`config.mk`:
```
export PLATFORM = sky130hd
export DESIGN_NAME = p_multicycle_control
export DESIGN_NICKNAME = d
export VERILOG_FILES = /design/src/rtl/p_mips_pkg.sv /design/src/rtl/p_mem_wait_timer.sv /design/src/rtl/p_multicycle_control.sv
export SDC_FILE = /design/constraint.sdc
export NUM_CORES = 1
export LEC_CHECK = 0
export BUFFER_PORTS_ARGS = -buffer_cell sky130_fd_sc_hd__buf_2
export CORE_MARGIN = 2
export CORE_UTILIZATION = 35
export CTS_BUF_LIST = sky130_fd_sc_hd__clkbuf_8
export CTS_CLUSTER_DIAMETER = 80
export DETAILED_ROUTE_END_ITERATION = 8
export GPL_ROUTABILITY_DRIVEN = 0
export SLEW_MARGIN = 30
export SYNTH_ARGS = -nofsm -noshare
export SYNTH_HDL_FRONTEND = slang
export SYNTH_SLANG_ARGS = --single-unit
export TNS_END_PERCENT = 20
```
`constraint.sdc`:
```
create_clock -name P_clk -period 2.2 [get_ports P_clk]
set_clock_uncertainty 0.05 [all_clocks]
set_input_delay 0.44 -clock P_clk [delete_from_list [all_inputs] [get_ports P_clk]]
set_output_delay 0.44 -clock P_clk [all_outputs]
set_load 0.005 [all_outputs]
```
`src/rtl/p_mips_pkg.sv`:
```
// Shared encodings for the multi-cycle MIPS control path: opcodes,
// controller state codes and the datapath select encodings.
package p_mips_pkg;

    localparam logic [5:0] OP_R   = 6'b000000;
    localparam logic [5:0] OP_LW  = 6'b100011;
    localparam logic [5:0] OP_SW  = 6'b101011;
    localparam logic [5:0] OP_BEQ = 6'b000100;
    localparam logic [5:0] OP_J   = 6'b000010;
    localparam logic [5:0] OP_ORI = 6'b001101;

    typedef enum logic [3:0] {
        S_FETCH  = 4'd0,
        S_DECODE = 4'd1,
        S_MEMADR = 4'd2,
        S_MEMRD  = 4'd3,
        S_MEMWB  = 4'd4,
        S_MEMWR  = 4'd5,
        S_REXEC  = 4'd6,
        S_RWB    = 4'd7,
        S_BRANCH = 4'd8,
        S_JUMP   = 4'd9,
        S_OREXEC = 4'd10,
        S_ORWB   = 4'd11
    } state_t;

    localparam logic [1:0] ALUOP_ADD   = 2'b00;
    localparam logic [1:0] ALUOP_SUB   = 2'b01;
    localparam logic [1:0] ALUOP_FUNCT = 2'b10;
    localparam logic [1:0] ALUOP_OR    = 2'b11;

    localparam logic [1:0] SRCB_REG    = 2'b00;
    localparam logic [1:0] SRCB_FOUR   = 2'b01;
    localparam logic [1:0] SRCB_IMM    = 2'b10;
    localparam logic [1:0] SRCB_IMM_SH = 2'b11;

    localparam logic [1:0] PCSRC_ALU    = 2'b00;
    localparam logic [1:0] PCSRC_ALUOUT = 2'b01;
    localparam logic [1:0] PCSRC_JUMP   = 2'b10;

    // True for every opcode the controller knows how to sequence.
    function automatic logic is_known_op(input logic [5:0] op);
        return (op == OP_R)   || (op == OP_LW) || (op == OP_SW) ||
               (op == OP_BEQ) || (op == OP_J)  || (op == OP_ORI);
    endfunction

endpackage

```
`src/rtl/p_mem_wait_timer.sv`:
```
// Counts consecutive not-ready cycles of a memory access and flags the
// cycle on which the access has waited its full budget.
module p_mem_wait_timer #(
    parameter int TIMEOUT = 16,
    parameter int CNT_W   = 5
) (
    input  logic clk,
    input  logic srst,
    input  logic active,
    input  logic ready,
    output logic timeout
);

    localparam logic [CNT_W-1:0] LAST_WAIT = CNT_W'(TIMEOUT - 1);

    logic [CNT_W-1:0] cnt_reg;

    // A ready on the final cycle still wins, so timeout requires !ready.
    assign timeout = active && !ready && (cnt_reg == LAST_WAIT);

    // Restart from zero whenever the access ends (done, aborted or idle).
    always_ff @(posedge clk) begin
        if (srst || !active || ready || timeout) begin
            cnt_reg <= '0;
        end else begin
            cnt_reg <= cnt_reg + 1'b1;
        end
    end

endmodule

```
`src/rtl/p_multicycle_control.sv`:
```
// Main control FSM of the multi-cycle MIPS datapath. Sequences
// fetch/decode/execute/memory/writeback and drives datapath controls.
module p_multicycle_control
    import p_mips_pkg::*;
#(
    parameter int TIMEOUT = 16,
    parameter int CNT_W   = 5
) (
    input  logic       P_clk,
    input  logic       P_reset,
    input  logic [5:0] P_opcode,
    input  logic       P_mem_ready,
    input  logic       P_Zero,
    output logic       P_PCWrite,
    output logic       P_PCWriteCond,
    output logic       P_IorD,
    output logic       P_MemRead,
    output logic       P_MemWrite,
    output logic       P_IRWrite,
    output logic       P_MemtoReg,
    output logic       P_RegDst,
    output logic       P_RegWrite,
    output logic       P_ALUSrcA,
    output logic [1:0] P_ALUSrcB,
    output logic [1:0] P_ALUOp,
    output logic [1:0] P_PCSource,
    output logic [3:0] P_state,
    output logic       P_illegal,
    output logic       P_bus_error
);

    state_t state_reg;
    state_t state_next;
    logic   wait_active;
    logic   timeout;

    // The zero flag is combined with PCWriteCond inside the datapath.
    logic unused_zero;
    assign unused_zero = P_Zero;

    assign wait_active = (state_reg == S_FETCH) || (state_reg == S_MEMRD) ||
                         (state_reg == S_MEMWR);
    assign P_state     = state_reg;

    p_mem_wait_timer #(
        .TIMEOUT (TIMEOUT),
        .CNT_W   (CNT_W)
    ) u_wait_timer (
        .clk     (P_clk),
        .srst    (P_reset),
        .active  (wait_active),
        .ready   (P_mem_ready),
        .timeout (timeout)
    );

    // Next-state selection; unused codes fall back to FETCH.
    always_comb begin
        state_next = S_FETCH;
        case (state_reg)
            S_FETCH:  state_next = P_mem_ready ? S_DECODE : S_FETCH;
            S_DECODE: begin
                case (P_opcode)
                    OP_LW, OP_SW: state_next = S_MEMADR;
                    OP_R:         state_next = S_REXEC;
                    OP_BEQ:       state_next = S_BRANCH;
                    OP_J:         state_next = S_JUMP;
                    OP_ORI:       state_next = S_OREXEC;
                    default:      state_next = S_FETCH;
                endcase
            end
            S_MEMADR: state_next = (P_opcode == OP_LW) ? S_MEMRD : S_MEMWR;
            S_MEMRD:  state_next = P_mem_ready ? S_MEMWB :
                                   (timeout ? S_FETCH : S_MEMRD);
            S_MEMWR:  state_next = (P_mem_ready || timeout) ? S_FETCH : S_MEMWR;
            S_REXEC:  state_next = S_RWB;
            S_OREXEC: state_next = S_ORWB;
            default:  state_next = S_FETCH;
        endcase
    end

    // State register; reset abandons any access in flight.
    always_ff @(posedge P_clk) begin
        if (P_reset) begin
            state_reg <= S_FETCH;
        end else begin
            state_reg <= state_next;
        end
    end

    // Moore decode of controls; fetch writes wait for the memory, and
    // reset forces every control low.
    always_comb begin
        P_PCWrite     = 1'b0;
        P_PCWriteCond = 1'b0;
        P_IorD        = 1'b0;
        P_MemRead     = 1'b0;
        P_MemWrite    = 1'b0;
        P_IRWrite     = 1'b0;
        P_MemtoReg    = 1'b0;
        P_RegDst      = 1'b0;
        P_RegWrite    = 1'b0;
        P_ALUSrcA     = 1'b0;
        P_ALUSrcB     = SRCB_REG;
        P_ALUOp       = ALUOP_ADD;
        P_PCSource    = PCSRC_ALU;
        P_illegal     = 1'b0;
        P_bus_error   = timeout;
        case (state_reg)
            S_FETCH: begin
                P_MemRead = 1'b1;
                P_ALUSrcB = SRCB_FOUR;
                P_IRWrite = P_mem_ready;
                P_PCWrite = P_mem_ready;
            end
            S_DECODE: begin
                P_ALUSrcB = SRCB_IMM_SH;
                P_illegal = !is_known_op(P_opcode);
            end
            S_MEMADR: begin
                P_ALUSrcA = 1'b1;
                P_ALUSrcB = SRCB_IMM;
            end
            S_MEMRD: begin
                P_MemRead = 1'b1;
                P_IorD    = 1'b1;
            end
            S_MEMWB: begin
                P_RegWrite = 1'b1;
                P_MemtoReg = 1'b1;
            end
            S_MEMWR: begin
                P_MemWrite = 1'b1;
                P_IorD     = 1'b1;
            end
            S_REXEC: begin
                P_ALUSrcA = 1'b1;
                P_ALUOp   = ALUOP_FUNCT;
            end
            S_RWB: begin
                P_RegWrite = 1'b1;
                P_RegDst   = 1'b1;
            end
            S_BRANCH: begin
                P_ALUSrcA     = 1'b1;
                P_ALUOp       = ALUOP_SUB;
                P_PCWriteCond = 1'b1;
                P_PCSource    = PCSRC_ALUOUT;
            end
            S_JUMP: begin
                P_PCWrite  = 1'b1;
                P_PCSource = PCSRC_JUMP;
            end
            S_OREXEC: begin
                P_ALUSrcA = 1'b1;
                P_ALUSrcB = SRCB_IMM;
                P_ALUOp   = ALUOP_OR;
            end
            S_ORWB: begin
                P_RegWrite = 1'b1;
            end
            default: begin
                P_bus_error = 1'b0;
            end
        endcase
        if (P_reset) begin
            P_PCWrite     = 1'b0;
            P_PCWriteCond = 1'b0;
            P_IorD        = 1'b0;
            P_MemRead     = 1'b0;
            P_MemWrite    = 1'b0;
            P_IRWrite     = 1'b0;
            P_MemtoReg    = 1'b0;
            P_RegDst      = 1'b0;
            P_RegWrite    = 1'b0;
            P_ALUSrcA     = 1'b0;
            P_ALUSrcB     = 2'b00;
            P_ALUOp       = 2'b00;
            P_PCSource    = 2'b00;
            P_illegal     = 1'b0;
            P_bus_error   = 1'b0;
        end
    end

endmodule

```
# After elaboration in Yosys (flattened, before gate mapping)
# Index checks and enable logic that the tools add are counted.
# word_totals
ram_bits	0
reg_bits	9
out_inout_bits	22
latchBits	0
mem_bits_ro	0
mem_count	0
# classes
multipliers	0
n_eq_ne	17
magnitude_cmp	0
n_mux	37
shift	0
reduce_logical	25
n_addsub	1
bitwise	0
n_div	0
# op_table
cell	n
case mux 4 bit (7 select lines)	1
2-to-1 mux 1 bit	24
case mux 4 bit (5 select lines)	1
== test 4 x 3 -> 1 bit, second input constant	4
== test 4 bit, second input constant	4
== test 6 bit, second input constant	2
case mux 2 bit (3 select lines)	2
OR reduction 12 bit	1
logical OR 1 bit	11
2-to-1 mux 3 bit	3
== test 4 x 2 -> 1 bit, second input constant	2
2-to-1 mux 2 bit	4
OR reduction 2 bit	4
== test 6 x 2 -> 1 bit, second input constant	1
== test 6 x 3 -> 1 bit, second input constant	1
== test 6 x 4 -> 1 bit, second input constant	1
logical NOT 6 bit	1
adder 5 x 1 -> 5 bit, second input constant	1
== test 5 x 4 -> 1 bit, second input constant	1
== test 4 x 1 -> 1 bit, second input constant	1
logical NOT 4 bit	1
case mux 2 bit (2 select lines)	1
OR reduction 4 bit	1
logical NOT 1 bit	3
3 further kinds	4

# Logic depth before layout (Yosys ltp)
# Gate-level depths: netlist of run 1.
# depth
word_depth	9
depth_mapped	7

# Hierarchy
# From an unflattened synthesis of run 1, not the netlist that was laid out.
# hier_totals
cells_unflattened	109
hier_area_um2	794.5
# by_module_without_submodules
module	cells_each	area_per_inst_um2	n_inst	seq_area_each_um2
p_multicycle_control	89	590.6	1	80.1
p_mem_wait_timer	20	203.9	1	100.1

# Worst setup path after synthesis of run 1
# No wires, ideal clock.
# synth_timing
path_kind	input to output
from	input P_opcode[0]
to	output P_illegal
path_slack_ps	313
path_stages	4
path_buffers	1
t_arrival_ps	1397
path_cell_list	clkbuf_1 -> or4_1 -> a211oi_1 -> nor3b_1
# synth_via
elab_chain_len	9
word_cells_on_any_way	14
# synth_rtl
element	line	rtl
start, declared	p_multicycle_control.sv:11	input logic [5:0] P_opcode,
== test 6 bit or logical NOT 6 bit (tied branches)	p_mips_pkg.sv:43	return (op == OP_R) || (op == OP_LW) || (op == OP_SW) ||
logical OR 1 bit (3 in a row)	p_mips_pkg.sv:43	
logical OR 1 bit	p_mips_pkg.sv:44	(op == OP_BEQ) || (op == OP_J) || (op == OP_ORI);
logical OR 1 bit (*)	p_mips_pkg.sv:44	
logical NOT 1 bit (*)	p_multicycle_control.sv:117	P_illegal = !is_known_op(P_opcode);
2-to-1 mux 1 bit (*)	p_multicycle_control.sv:108	case (state_reg)
2-to-1 mux 1 bit (*)	p_multicycle_control.sv:165	if (P_reset) begin
end, declared	p_multicycle_control.sv:28	output logic P_illegal,
# Mark *: on every way between the ends. The rest lies on a longest branch, timed or not.

# Final worst setup path of run 1
# layout_timing
from	register state_reg[2], in the netlist P_state[2]
to	output P_bus_error
# layout_via
elab_chain_len	7
word_cells_on_any_way	19
# layout_rtl
element	line	rtl
start, declared	p_multicycle_control.sv:32	state_t state_reg;
start signal, assigned	p_multicycle_control.sv:86	state_reg <= state_next;
== test 4 x 2 -> 1 bit or logical NOT 4 bit (tied branches)	p_multicycle_control.sv:41, p_multicycle_control.sv:108	
logical OR 1 bit (2 in a row)	p_multicycle_control.sv:41	assign wait_active = (state_reg == S_FETCH) || (state_reg == S_MEMRD) ||
logical AND 1 bit (2 in a row)	p_mem_wait_timer.sv:19	assign timeout = active && !ready && (cnt_reg == LAST_WAIT);
2-to-1 mux 1 bit (*)	p_multicycle_control.sv:108	
2-to-1 mux 1 bit (*)	p_multicycle_control.sv:165	
end, declared	p_multicycle_control.sv:29	output logic P_bus_error
# Marks and branches as above.

==> results of run 1 <==
## synthesized netlist by cell type (all sizes together) (2+ instances only)
cell / n
nor2: 14
clkbuf: 9
dfxtp: 9
nor3: 9
nand2: 6
a211oi: 4
a21oi: 4
buf: 4
inv: 4
nor4: 4
nand2b: 3
nand3: 3
nor4b: 3
xnor2: 3
a32oi: 2
and3: 2
ha: 2
nor2b: 2
o21ai: 2
o21bai: 2
or4: 2
xor2: 2
## cell families (layout without fill, tap and decap cells)
kind of cell             after synthesis  count (layout)  share of synthesized area, %
flip-flops                             9               9                          22.4
multiplexers                           1               1                          1.40
adder cells (fa/ha/maj)                2               2                          3.11
buffers and inverters                 17              45                          9.00
XOR/XNOR                               5               5                          5.44
AO/OA/AOI/OAI                         22              22                          19.7
AND/OR/NAND/NOR                       56              56                          39.0
## worst register-to-register path: cells and delay by family, from the launching register on
family                     cells  cell delay, ns
AOI/OAI and AO/OA              3            0.39
and+or+nand+nor                2            0.66
adders and majority gates      2            0.44
DFF                            1            0.32
## metal layers
metal / vias to the layer above / track usage, % / wire length [µm]
li1: 476 / - / -
met1: 410 / 23.2 / 999
met2: 24 / 25.3 / 945
met3: 0 / 4.31 / 106
met4: 0 / 2.63 / 0
met5: - / 0 / 0
## timing repair
action                     in CTS  in global routing
setup endpoints to repair       0                  2
resized for setup               0                  4
setup buffers                   0                  0
## worst min path at each step
stage / end / cells past startpoint
2_1_floorplan: u_wait_timer.cnt_reg[0]$_SDFF_PP0_ / 1
3_3_place_gp: u_wait_timer.cnt_reg[0]$_SDFF_PP0_ / 1
3_5_place_dp: u_wait_timer.cnt_reg[0]$_SDFF_PP0_ / 1
4_1_cts: u_wait_timer.cnt_reg[0]$_SDFF_PP0_ / 1
5_1_grt: u_wait_timer.cnt_reg[0]$_SDFF_PP0_ / 1
6_report: u_wait_timer.cnt_reg[0]$_SDFF_PP0_ / 1
## final cells by class
type                    count  area [µm²]  area share, %
inverters                   4        15.0           1.44
well taps                  28        35.0           3.36
multi-input cells          86         562           53.8
clock inverters             1        5.00          0.480
flip-flops and latches      9         183           17.5
clock buffers               3        41.3           3.96
repair buffers             37         203           19.4
## power breakdown
part	internal, mW	total [mW]	switching [mW]
registers	0.167	0.171	0.00407
clock network	0.124	0.192	0.0686
logic	0.0351	0.0785	0.0435
## per-stage QoR
step	instance area [µm²]	worst slack [ns]	std cells	utilization [%]	power (mW)
floorplan	806	0.313	112	-	0.223
global placement	986	0.164	164	45.0	0.250
detailed placement	986	0.173	164	45.0	0.252
CTS	1030	0.00573	168	47.1	0.447
global route	1040	0.0175	168	47.6	0.474
finish	1040	0.115	168	47.6	0.442
==> metrics.md, run 1 <==
| Metric | Value |
|---|---|
| CTS clk-pin slew, worst paths | 0.05 ns |
| Yosys reg bits | 9 |
| Yosys top cell area share | 22.4% |
| CTS tree | yes |
| Critical Path RT | 1.71 ns |
| First-pass GRT wire length | 3.39 mm |
| Worst Hold Slack | 0.392 ns |
| H-tree depth | 1 |
| Power per cell area | 424 nW/µm² |
| Vias after detailed routing | 910 |
| Final Hold Viols | 0 |
| Startpoint Class | register |
| Row Count | 17 |
| VDD IR-drop max | 0.000381 V |
| Initial antenna violation count | 0 |
| Max Clk Rate | 480 MHz |
| Clock buffer count from CTS | 3 |
| FF-to-FF setup slack | 0.29 ns |
| Part of the Yosys area used for sequential elements | 22.4% |
| Top cells by area, synth | dfxtp_1 (22%), nor2_1 (6.5%), nor3_1 (5.6%) |
| First drt pass iteration count | 4 |
| Reg2Reg Depth | 7 |
| Cells after Synth | 112 |
| Dpl hpwl | 1.58 mm |
| Hold Buf Count CTS | 0 |
| RR Startpoint | u_wait_timer.cnt_reg[0]$_SDFF_PP0_ |
| RSZ-0062 raised after global routing | false |
| Worst Tran Pin Value | 0.498 ns |
| Clk sink count | 9 |
| Synth unique cells | 41 |
| Max reg flops | 5 |
| # port buffers | 30 |
| Max-Cap Viols | 0 |
| # setup viols final | 0 |
| Worst setup path start | P_state[2]$_SDFF_PP0_ |
| Min-Delay Path Class | register to register |
| Top_reg_cell synth | dfxtp_1 |
| Setup TNS | 0 ns |
| Vias in the first global route | 756 |
| Total I/O pin count | 32 |
| Status | finished, final reports clean |
| Vias/cell | 5.42 |
| Initial DRC Count | 9 |
| # nets final | 153 |
| Root cell of the clock tree | clkbuf_8 |
| Slew Viols, Final | 0 |
| Area delta synth->final | 29.5% |
| Worst path max stage delay | 0.50 ns |
| CP Capture Type | output pin |
| Largest net degree at the start of global routing | 18 |
| Crit path buf inv count | 1 |
| DIE HEIGHT | 52.0 µm |
| Async SR Flop Fraction | 0% |
| Largest area contributor in the netlist | dfxtp_1 |
| Levels on crit path | 3 |
| Share of post-route cells with drive strength above 1 | 35.0% |
| Wirelength, routed | 2.05 mm |
| Post-synth EDFFs | 0 |
| Syn_nets | 124 |
| Most common cell after layout, fill and taps aside | buf_2 |
| Crit path max-delay cell type | dfxtp_1 |
| Residual DRC count | 0 |
| Worst slew margin | 66.3% |
| ANT nets after route | 0 |
| Tmin final | 2.09 ns |
| Worst reg2reg path endpoint | P_state[0]$_SDFF_PP0_ |
| Drt wl/cell | 12.2 µm |
| Number of fill cells | 237 |
| Delay-heaviest family, CP | flip-flops |
| Die area | 2700 µm² |
| Worst-skew pair later-pin latency | 0.23 ns |
| CP Class | register to output pin |
| Core Region | 2190 µm² |
| Clock Tree Buf Depth | 2 |
| Largest fanout on the critical path | 10 |
| Syn avg cell area | 7.19 µm² |
| Warnings, synthesis | 0 |
| Die span in x | 52.0 µm |
| Critical-path cell list | mux2_2, nor4bb_2, buf_2 |
| Grt ovf | 0 |
| Commonest non-fill, non-tap cells in the layout | buf_2 (30), nor2_1 (14), nor3_1 (9) |
| Leakage | 0.465 nW |
| Initial Util | 36.8% |
| Area of the mapped netlist | 806 µm² |
| Final period util | 94.8% |
| Hold Path Origin | u_wait_timer.cnt_reg[0]$_SDFF_PP0_ |
| GRT Util Overall | 16.4% |
| Critical Path End | P_bus_error |
| Worst Path Arrival | 1.60 ns |
| Diode count | 0 |
Power figures use the tool's default switching activity.
==> run 2: changes to the inputs <==
BUFFER_PORTS_ARGS = unset   (was -buffer_cell sky130_fd_sc_hd__buf_2)
CORE_ASPECT_RATIO = 0.6   (was unset)
DONT_BUFFER_PORTS = 1   (was unset)
SYNTH_HIERARCHICAL = 1   (was unset)
==> run 2 against run 1 <==
Against the previous run: non-clock buffer count decreased by 32; design area decreased by 15%; synthesized cell count decreased by 2.7%; sequential share of layout area increased by 2.9 points; largest cell class unchanged; register-to-register slack got worse by 0.18 ns; critical path type is now register to register; via count decreased by 9.7%; hold slack got worse by 0.041 ns.
==> metrics.md, run 2 <==
| Metric | Value |
|---|---|
| Tmin final | 2.09 ns (+0.00606 ns) |
| ANT nets after route | 0 (unchanged) |
| Syn_nets | 121 (-2.4%) |
| Area of the mapped netlist | 795 µm² (-1.4%) |
| Worst Path Arrival | 2.19 ns (+0.59 ns) |
| Number of fill cells | 214 (-9.7%) |
| Overall Power | 412 µW (-6.8%) |
| Commonest non-fill, non-tap cells in the layout | nor2_1 (19), dfxtp_1 (9), nor3_1 (7) |
| Vias in the first global route | 698 (-7.7%) |
| Largest fanout on the critical path | 3 (-7) |
| First-pass GRT wire length | 3.52 mm (+3.9%) |
| Core Region | 2160 µm² (-1.3%) |
| CP Class | register to register |
| Startpoint Class | register |
| Top_reg_cell synth | dfxtp_1 |
| Status | finished, final reports clean |
| Post-synth EDFFs | 0 (unchanged) |
| Min-Delay Path Class | input port to register |
| # port buffers | 0 (-100%) |
| VDD IR-drop max | 0.000257 V (-33%) |
| Synth unique cells | 37 (-9.8%) |
| Warnings, synthesis | 6 (+6) |
| Most frequent cell after synthesis | nor2_1 |
| Setup TNS | 0 ns (unchanged) |
| Top cells by area, synth | dfxtp_1 (23%), nor2_1 (9.0%), nor3_1 (4.4%) |
| Clock Tree Buf Depth | 2 (unchanged) |
| Residual DRC count | 0 (unchanged) |
| Worst Hold Endpoint | P_state[2]$_SDFF_PP0_ |
| Area delta synth->final | 11.2% |
| CP Capture Type | register |
| Part of the Yosys area used for sequential elements | 22.7% (+0.32 points) |
| GRT Util Overall | 18.6% (+2.1 points) |
| Initial Util | 36.7% (-0.053 points) |
| Row Count | 13 (-4) |
| Final period util | 95.1% (+0.28 points) |
| Max-Cap Viols | 0 (unchanged) |
| H-tree depth | 1 (unchanged) |
| Worst reg2reg path endpoint | P_state[0]$_SDFF_PP0_ |
| Worst slew margin | 71.8% (+5.5 points) |
| Max reg flops | 5 (unchanged) |
| Total I/O pin count | 32 (unchanged) |
| Worst-skew pair later-pin latency | 0.24 ns (about the same) |
| Diode count | 0 (unchanged) |
| Most common cell after layout, fill and taps aside | nor2_1 |
| # setup viols final | 0 (unchanged) |
| FF-to-FF setup slack | 0.11 ns (-0.18 ns) |
| Cells after Synth | 109 (-2.7%) |
| # nets final | 123 (-20%) |
| Yosys top cell area share | 22.7% (+0.32 points) |
| Root cell of the clock tree | clkbuf_8 |
| Largest area contributor in the netlist | dfxtp_1 |
| Yosys reg bits | 9 (unchanged) |
| Slew Viols, Final | 0 (unchanged) |
| Largest net degree at the start of global routing | 14 (-4) |
| RSZ-0062 raised after global routing | false |
| Syn avg cell area | 7.29 µm² (+1.3%) |
| Wirelength, routed | 2.21 mm (+7.6%) |
| Power per cell area | 466 nW/µm² (+10%) |
| CTS clk-pin slew, worst paths | 0.05 ns (about the same) |
| Initial antenna violation count | 0 (unchanged) |
| Vias after detailed routing | 822 (-9.7%) |
| Critical Path RT | 2.30 ns (+0.59 ns) |
| Hold path depth | 2 (+1) |
| DIE HEIGHT | 40.9 µm (-21%) |
| First drt pass iteration count | 4 (unchanged) |
| Worst Tran Pin Value | 0.419 ns (-0.0791 ns) |
| Final Hold Viols | 0 (unchanged) |
| Clock buffer count from CTS | 3 (unchanged) |
| Dpl hpwl | 1.73 mm (+9.7%) |
| Clk sink count | 9 (unchanged) |
| Most frequent cells after synthesis | nor2_1 (19), dfxtp_1 (9), nor3_1 (7) |
| Max Clk Rate | 478 MHz (-0.29%) |
| RR Startpoint | u_wait_timer/cnt_reg[0]$_SDFF_PP0_ |
| Drt wl/cell | 15.8 µm (+29%) |
| Vias/cell | 5.87 (+8.4%) |
| Die span in x | 65.5 µm (+26%) |
| Die area | 2680 µm² (-0.82%) |
| Async SR Flop Fraction | 0% (unchanged) |
| Share of post-route cells with drive strength above 1 | 14.5% (-20 points) |
| Initial DRC Count | 52 (+43) |
| CTS tree | yes |
| Core Util, Final | 40.8% (-6.8 points) |
| Leakage | 0.340 nW (-27%) |
| Hold Path Origin | P_mem_ready |
| Reg2Reg Depth | 8 (+1) |
| Grt ovf | 0 (unchanged) |
==> run 2: metrics by stage <==
step / std cells / cell area, µm² / worst slack (ns) / hold slack [ns]
floorplan: 109 / 795 / 0.222 / 0.367
global placement: 136 / 836 / 0.290 / 0.382
detailed placement: 136 / 836 / 0.169 / 0.385
CTS: 140 / 881 / 0.128 / 0.349
global route: 140 / 883 / 0.0490 / 0.364
finish: 140 / 883 / 0.109 / 0.351
==> run 2: where the power goes <==
group	total, mW	leakage, nW	internal [mW]	switching [mW]
combinational	0.0509	0.240	0.0217	0.0293
sequential	0.170	0.0730	0.167	0.00265
clock	0.192	0.0269	0.122	0.0697
==> run 2: worst max path at each step <==
stage	from	depth (start not counted)	end
3_5_place_dp	u_wait_timer/cnt_reg[0]$_SDFF_PP0_	8	P_state[0]$_SDFF_PP0_
4_1_cts	P_state[1]$_SDFF_PP0_	4	P_ALUOp[1]
6_report	u_wait_timer/cnt_reg[0]$_SDFF_PP0_	8	P_state[0]$_SDFF_PP0_
2_1_floorplan	P_state[0]$_SDFF_PP0_	10	P_state[0]$_SDFF_PP0_
3_3_place_gp	u_wait_timer/cnt_reg[0]$_SDFF_PP0_	8	P_state[0]$_SDFF_PP0_
5_1_grt	P_state[2]$_SDFF_PP0_	4	P_PCWrite
==> run 2: cells by family after synthesis <==
logic type / count (synthesis) / synth area share (%)
AOI/OAI and AO/OA: 21 / 20.6
xor gates and xnor gates: 5 / 5.51
adders and majority gates: 2 / 3.15
and+or+nand+nor: 62 / 42.8
buffers and inverters: 10 / 5.20
DFF: 9 / 22.7
==> run 2: area by class of cell <==
type                       instances  area (µm²)  share of cell area (%)
clock inverter                     1        3.75                   0.425
sequential                         9         180                    20.4
timing repair buffer               5        37.5                    4.25
clock buffer                       3        41.3                    4.67
tap                               30        37.5                    4.25
inverter                           2        7.51                   0.850
multi-input combinational         90         576                    65.2
==> run 2: metal layers <==
| layer | wire length, µm | track usage [%] | share of wire [%] |
|---|---|---|---|
| met4 | 22 | 6.25 | 1.0 |
| met5 | 0 | 0 | 0 |
| met2 | 878 | 27.3 | 40 |
| met3 | 252 | 7.42 | 11 |
| met1 | 1050 | 24.9 | 48 |
==> run 2: worst max-delay path, stage by stage (launching register included) <==
cell     delay, ns
dfxtp_1       0.32
ha_1          0.22
and3_1        0.19
ha_1          0.20
and3b_2       0.25
nor3b_1       0.28
nand2_1       0.09
a21o_1        0.19
a31oi_1       0.21
==> run 2: timing repair <==
item                       4_1_cts  5_1_grt
gates resized for setup          0        1
hold buffers                     0        0
hold endpoints to repair         0        0
setup endpoints to repair        0        1
buffers inserted                 0        0
